`config.mk`:
```
export PLATFORM = sky130hd
export DESIGN_NAME = uart_rx_fifo
export DESIGN_NICKNAME = d
export VERILOG_FILES = /design/src/rtl/uart_rx_fifo.sv
export SDC_FILE = /design/constraint.sdc
export NUM_CORES = 1
export LEC_CHECK = 0
export ABC_AREA = 1
export CORE_MARGIN = 10
export CORE_UTILIZATION = 62
export CTS_BUF_LIST = sky130_fd_sc_hd__clkbuf_2
export DETAILED_ROUTE_END_ITERATION = 8
export PLACE_DENSITY = 0.82
export SLEW_MARGIN = 20
export SYNTH_ARGS = -nofsm -noshare
export SYNTH_HDL_FRONTEND = slang
export SYNTH_SLANG_ARGS = --single-unit
```
`constraint.sdc`:
```
create_clock -name clk -period 2.9 [get_ports clk]
set_input_delay 0.435 -clock clk [delete_from_list [all_inputs] [get_ports clk]]
set_output_delay 0.435 -clock clk [all_outputs]
set_load 0.01 [all_outputs]
```
`src/rtl/uart_rx_fifo.sv`:
```
// UART receive buffer: drains characters from the receive engine
// into a first-word-fall-through FIFO presented to the processor bus.
module uart_rx_fifo #(
  parameter int DEPTH  = 16,
  parameter int AW     = 4,
  parameter int THRESH = 8
) (
  input  logic          clk,
  input  logic          rst,
  input  logic [7:0]    rx_data,
  input  logic [7:0]    rx_status,
  output logic          rx_reads,
  input  logic          cpu_read,
  input  logic          clr_ovf,
  output logic [7:0]    cpu_data,
  output logic [7:0]    cpu_status,
  output logic [AW:0]   count,
  output logic          empty,
  output logic          full,
  output logic          fifo_ovf,
  output logic          rx_int
);

  typedef enum logic [1:0] {
    IDLE  = 2'd0,
    CAPT  = 2'd1,
    WAITC = 2'd2
  } state_t;

  localparam logic [AW:0]   DEPTH_C  = (AW+1)'(DEPTH);
  localparam logic [AW:0]   THRESH_C = (AW+1)'(THRESH);
  localparam logic [AW:0]   CNT_ONE  = (AW+1)'(1);
  localparam logic [AW-1:0] PTR_ONE  = AW'(1);

  state_t        state_q, state_d;
  logic          reads_q, reads_d;
  logic [AW-1:0] wptr_q, wptr_d;
  logic [AW-1:0] rptr_q, rptr_d;
  logic [AW:0]   count_q, count_d;
  logic          ovf_q, ovf_d;
  logic [10:0]   mem_q [DEPTH];

  logic          push_req;
  logic          push;
  logic          pop;
  logic          drop;
  logic [10:0]   entry;
  logic [10:0]   head;

  assign empty = (count_q == '0);
  assign full  = (count_q == DEPTH_C);

  assign push_req = (state_q == CAPT);
  assign pop      = cpu_read & ~empty;
  // A pop in the same cycle frees the slot, so a full FIFO still accepts.
  assign push     = push_req & (~full | pop);
  assign drop     = push_req & full & ~pop;

  assign entry = {rx_status[4], rx_status[3], rx_status[2], rx_data};
  assign head  = mem_q[rptr_q];

  // Drain FSM next state; rx_reads is high exactly while in CAPT.
  always_comb begin
    state_d = state_q;
    unique case (state_q)
      IDLE:    if (rx_status[0]) state_d = CAPT;
      CAPT:    state_d = WAITC;
      WAITC:   if (!rx_status[0]) state_d = IDLE;
      default: state_d = IDLE;
    endcase
    reads_d = (state_d == CAPT);
  end

  // Pointer, count and sticky overflow next state.
  always_comb begin
    wptr_d  = wptr_q;
    rptr_d  = rptr_q;
    count_d = count_q;
    ovf_d   = ovf_q;
    if (push) wptr_d = wptr_q + PTR_ONE;
    if (pop)  rptr_d = rptr_q + PTR_ONE;
    if (push && !pop)      count_d = count_q + CNT_ONE;
    else if (pop && !push) count_d = count_q - CNT_ONE;
    if (clr_ovf) ovf_d = 1'b0;
    if (drop)    ovf_d = 1'b1;
  end

  // Control state registers.
  always_ff @(posedge clk or posedge rst) begin
    if (rst) begin
      state_q <= IDLE;
      reads_q <= 1'b0;
      wptr_q  <= '0;
      rptr_q  <= '0;
      count_q <= '0;
      ovf_q   <= 1'b0;
    end else begin
      state_q <= state_d;
      reads_q <= reads_d;
      wptr_q  <= wptr_d;
      rptr_q  <= rptr_d;
      count_q <= count_d;
      ovf_q   <= ovf_d;
    end
  end

  // Entry storage; contents need no reset.
  always_ff @(posedge clk) begin
    if (push) mem_q[wptr_q] <= entry;
  end

  assign rx_reads = reads_q;
  assign count    = count_q;
  assign fifo_ovf = ovf_q;
  assign rx_int   = (count_q >= THRESH_C);

  assign cpu_data   = empty ? 8'h00 : head[7:0];
  assign cpu_status = empty ? 8'h00
                    : {3'b000, head[10], head[9], head[8], 1'b0, 1'b1};

endmodule
```
Word level (Yosys, flattened, before mapping)
Memory sizes are Yosys's and may differ from the RTL's.
Cells that the tools add are included.
{"block": "totals", "mem_bits_rw": 176, "input_bits": 20, "n_memories": 1, "elab_cells": 43, "ff_bits": 17}
{"block": "op_classes", "n_bitwise": 8, "muxes": 11, "n_reduce_logical": 8, "add_sub_neg": 4, "n_lt_le_gt_ge": 1, "n_eq_ne": 4}
{"name": "mem_q", "words": 16, "width": 11, "read_ports": 1, "rd_ports_with_merged_regs": 0, "wr": 1, "line": "41", "text": "logic [10:0] mem_q [DEPTH];"}
{"cell": "two-way mux 5 bit", "n": 3}
{"cell": "adder 4 x 1 -> 4 bit (second input constant)", "n": 2}
{"cell": "two-way mux 8 bit", "n": 1}
{"cell": "one-hot mux 2 bit (3 select lines)", "n": 1}
{"cell": "adder 5 x 1 -> 5 bit (second input constant)", "n": 1}
{"cell": "equality test 5 bit (second input constant)", "n": 1}
{"cell": ">= comparator 5 x 4 -> 1 bit (second input constant)", "n": 1}
{"cell": "logical NOT 5 bit", "n": 1}
{"cell": "subtractor 5 x 1 -> 5 bit (second input constant)", "n": 1}
{"cell": "AND 1 bit", "n": 4}
{"cell": "equality test 2 x 1 -> 1 bit (second input constant)", "n": 2}
{"cell": "two-way mux 1 bit", "n": 4}
{"cell": "two-way mux 2 bit", "n": 2}
{"cell": "nonzero test 2 bit", "n": 2}
{"cell": "NOT 1 bit", "n": 3}
{"cell": "equality test 2 bit (second input constant)", "n": 1}
{"cell": "logical AND 1 bit", "n": 2}
{"cell": "logical NOT 1 bit", "n": 2}
{"cell": "logical NOT 2 bit", "n": 1}
{"cell": "bitwise OR 1 bit", "n": 1}

Logic depth before layout (Yosys ltp)
{"block": "logic_depth", "ltp_word": 9, "ltp_mapped": 14, "depth_no_buf": 14}

Worst setup path after synthesis
Ideal clock, no wire load.
{"block": "synth_timing", "path_kind": "register to register", "from": "register count_q[0], in the netlist count[0]", "to": "register count_q[3], in the netlist count[3]", "setup_time_ns": 0.128, "required_time_ns": 2.772, "n_path_buf": 1, "setup_slack_ns": 0.505, "arrival_time_ns": 2.267, "path_stages_with_launch": 14, "synth_period_minus_slack_ns": 2.395, "path_cell_list": "dfrtp_1 nor2_1 nand3_2 nor2_2 a21oi_2 buf_4 ha_1 inv_1 ha_1 nand3_1 nand3_1 or2_2 nand3_1 o21ai_0"}
{"block": "synth_between", "word_cells_on_any_way": 16, "classes_between": "add/sub (2); eq/ne (1); mux (2); bitwise (5); reduce/logical (6)"}
{"item": "from (decl)", "line": "39", "text": "logic [AW:0] count_q, count_d;"}
{"item": "from (signal assigned)", "line": "102", "text": "count_q <= count_d;"}
{"item": "equality test 5 bit *", "line": "51", "text": "assign full = (count_q == DEPTH_C);"}
{"item": "named net full", "line": "19", "text": "output logic full,"}
{"item": "NOT 1 bit *", "line": "56", "text": "assign push = push_req & (~full | pop);"}
{"item": "bitwise OR 1 bit *", "line": "56"}
{"item": "AND 1 bit *", "line": "56"}
{"item": "named net push", "line": "44", "text": "logic push;"}
{"item": "logical NOT 1 bit", "line": "83", "text": "else if (pop && !push) count_d = count_q - CNT_ONE;"}
{"item": "logical AND 1 bit", "line": "83"}
{"item": "nonzero test 2 bit (no source line)"}
The timed path passes the listed nets; every way through them passes the cells marked *. The select of a mux whose other input is x is not followed.
A chain may end at the register's enable or synchronous reset.

Worst setup path after layout
{"block": "layout_timing", "from": "register rptr_q[0]", "to": "output port cpu_data[6]"}
{"block": "layout_between", "elab_chain_cells": 2}
{"item": "from (decl)", "line": "38", "text": "logic [AW-1:0] rptr_q, rptr_d;"}
{"item": "from (signal assigned)", "line": "101", "text": "rptr_q <= rptr_d;"}
{"item": "memory (16 x 11 bit)"}
{"item": "two-way mux 8 bit", "line": "117", "text": "assign cpu_data = empty ? 8'h00 : head[7:0];"}
{"item": "to (decl)", "line": "15", "text": "output logic [7:0] cpu_data,"}
No other way between the ends.

==> impl_metrics.toml <==
[worst_setup_path]
reg2reg_to = "count[4]"
cp_slowest_stage_delay_ns = 0.47
arrival_ns = 2.46
end_kind = "primary output"
path_max_fanout = 8
rrSetupSlack_ns = 0.21
r2r_start = "count[0]"
crit_type = "reg -> out"
worstPathRequired_ns = 2.47
worstSetupStartpointType = "register"
cp_cell_sequence = "buf_12 -> clkbuf_16 -> nand2_2 -> nand3_2 -> nand3_2 -> nand2_1 -> nand2_1 -> a21oi_2 -> buf_2"
crit_start = "rptr_q[0]"
critPathCapture = "cpu_data[6]"
cp_slowest_cell = "dfrtp_2"
ff2ff_path_depth = 14

[route]
drtIter0Drc = 941
wl_per_cell_um = 22.9
first_pass_iters = 5
drt-vias-per-instance = 6.15
drc_errors = 0
wirelength_um = 22500
drtAntennaViolNets = 0
vias = 6049

[logic_synthesis]
ys_types = 26
synth_seq_area_share = 0.704
syn_inst = 708
netlist_area_um2 = 8110
avgSynthCellArea_um2 = 11.5
ys_ff_latch = 193
yosys_warnings = 0

[power_and_ir_drop]
ir_worst_vdd_mv = 0.560
p_total_mw = 10.0
leakage_nw = 3.89
power_density_nw_per_um2 = 997

[cts]
cts_tree = "built"
cts_made_buffers = 17
clock-sinks = 193
clockRootBuffer = "clkbuf_2"
clkTransAtPathRegs_ns = 0.23
cts.path.max_buffers = 2
clk_latency_ns = 0.80
cts_hold_buf = 0
cts_htree_levels = 4

[floorplan]
start_util = 0.637
rows = 41
ios = 46
die_w_um = 134
core_um2 = 12700
die_h_um = 134
die-area_um2 = 18100

[cells_and_area]
final_cell_mix = "nand2_1 (199), edfxtp_1 (176), nand3_1 (91)"
final_core_util = 0.791
final_cell_area_um2 = 10100
nets = 830
fin_cells = 983
layout_commonest_cell = "nand2_1"
synthToLayoutAreaGrowth_pct = 24.1
fillers = 698
drive_gt1_frac = 0.292
n_antenna_cell = 0

[timing]
max_freq_mhz = 346
finalCritPeriodShare = 0.998
worstMarginPinSlew_ns = 0.640
setup_ws_ns = 0.00675
whs_ns = 0.00970
setup_viol = 0
drv_slew = 0
tns_ns = 0
maxSlewHeadroom = 0.573
finalClockSkew_ns = 0.0522
period_needed_ns = 2.89
rsz0062_at_grt = "yes"
hold_viol_final = 0

[global_route]
grt_pass1_vias = 5653
antenna_found_initial = 2
grt_pass1_wl_um = 30300
grt.total_usage = 0.220
grt_max_degree = 46
grt-ovfl-total = 0

[place]
dpl_worst_slack_ns = 0.166
place_congestion = 0.860
dpl_cell_area_um2 = 8800
dp_hpwl_um = 11700
place_inst = 916
port_buffers = 37

[outcome]
outcome = "finished, final reports clean"

[hold_path]
min_path_type = "in -> async"

[run]
maxCapViolCount = 0
[worst min path at each step]
stage            endpoint  slack (ns)  depth (start not counted)
4_1_cts        state_q[1]      0.0009                          2
2_1_floorplan    count[0]        0.36                          1
3_3_place_gp   state_q[0]        0.46                          1
3_5_place_dp   state_q[0]        0.48                          1
6_report       state_q[1]        0.01                          2
5_1_grt        state_q[1]      0.0005                          2
[cell usage after synthesis, drive strengths merged]
cell / instances / area (um^2)
nand2: 250 / 948
edfxtp: 176 / 5290
nand3: 142 / 721
buf: 34 / 216
nor2: 24 / 95.1
inv: 19 / 71.3
dfrtp: 17 / 425
a21oi: 14 / 73.8
ha: 9 / 113
xor2: 7 / 61.3
clkbuf: 6 / 22.5
o21ai: 3 / 15.0
o22ai: 2 / 12.5
clkinv: 1 / 8.76
conb: 1 / 3.75
fa: 1 / 20.0
or2: 1 / 6.26
xnor2: 1 / 8.76
[area by class of cell]
cell class | count | area [um^2] | share of cell area
multi-input combinational | 458 | 2560 | 0.254
inverter | 20 | 105 | 0.0104
clock inverter | 11 | 91.3 | 0.00908
sequential | 193 | 5720 | 0.568
tap | 172 | 215 | 0.0214
clock buffer | 19 | 95.1 | 0.00945
timing repair inverter | 4 | 71.3 | 0.00709
timing repair buffer | 106 | 1210 | 0.120
[worst max-delay path: cells and delay by family (launching register included)]
kind            cells  cell delay (ns)
flops               1             0.47
buf+inv             3             0.61
compound gates      1             0.20
simple gates        5             0.40
[report_power, final]
group,switching (mW),internal [mW],total (mW)
sequential,0.162,3.28,3.44
combinational,3.19,2.24,5.43
clock,0.862,0.300,1.16
total,4.22,5.81,10.0
[kinds of logic after synthesis]
| kind of cell | Yosys count | synth area share |
|---|---|---|
| adders and majority gates | 10 | 0.0164 |
| buffers and inverters | 60 | 0.0393 |
| other | 1 | 0.000463 |
| xor gates and xnor gates | 8 | 0.00864 |
| DFF | 193 | 0.704 |
| and+or+nand+nor | 417 | 0.218 |
| AOI/OAI and AO/OA | 19 | 0.0125 |
[flip-flops by register name, summed over array words and instances (netlist names)]
| name | count |
|---|---|
| count | 5 |
| rx_reads | 1 |
| wptr_q | 4 |
| rptr_q | 4 |
| fifo_ovf | 1 |
| state_q | 2 |
| mem_q | 176 |
[per-layer routing]
metal / share of wire / wire length [um] / vias up / track usage
li1: - / - / 2621 / -
met1: 0.34 / 7560 / 2924 / 0.264
met2: 0.51 / 11500 / 410 / 0.361
met3: 0.11 / 2580 / 90 / 0.0579
met4: 0.041 / 924 / 4 / 0.108
met5: 0.00089 / 20 / - / 0
[what timing repair did]
action / CTS / global route
endpoints found under the hold margin: 0 / 0
endpoints found under the setup margin: 11 / 12
setup buffers: 5 / 16
gates resized for setup: 67 / 130
pin swaps: 6 / 53
gates cloned: 4 / 12
Power figures use the tool's default switching activity.
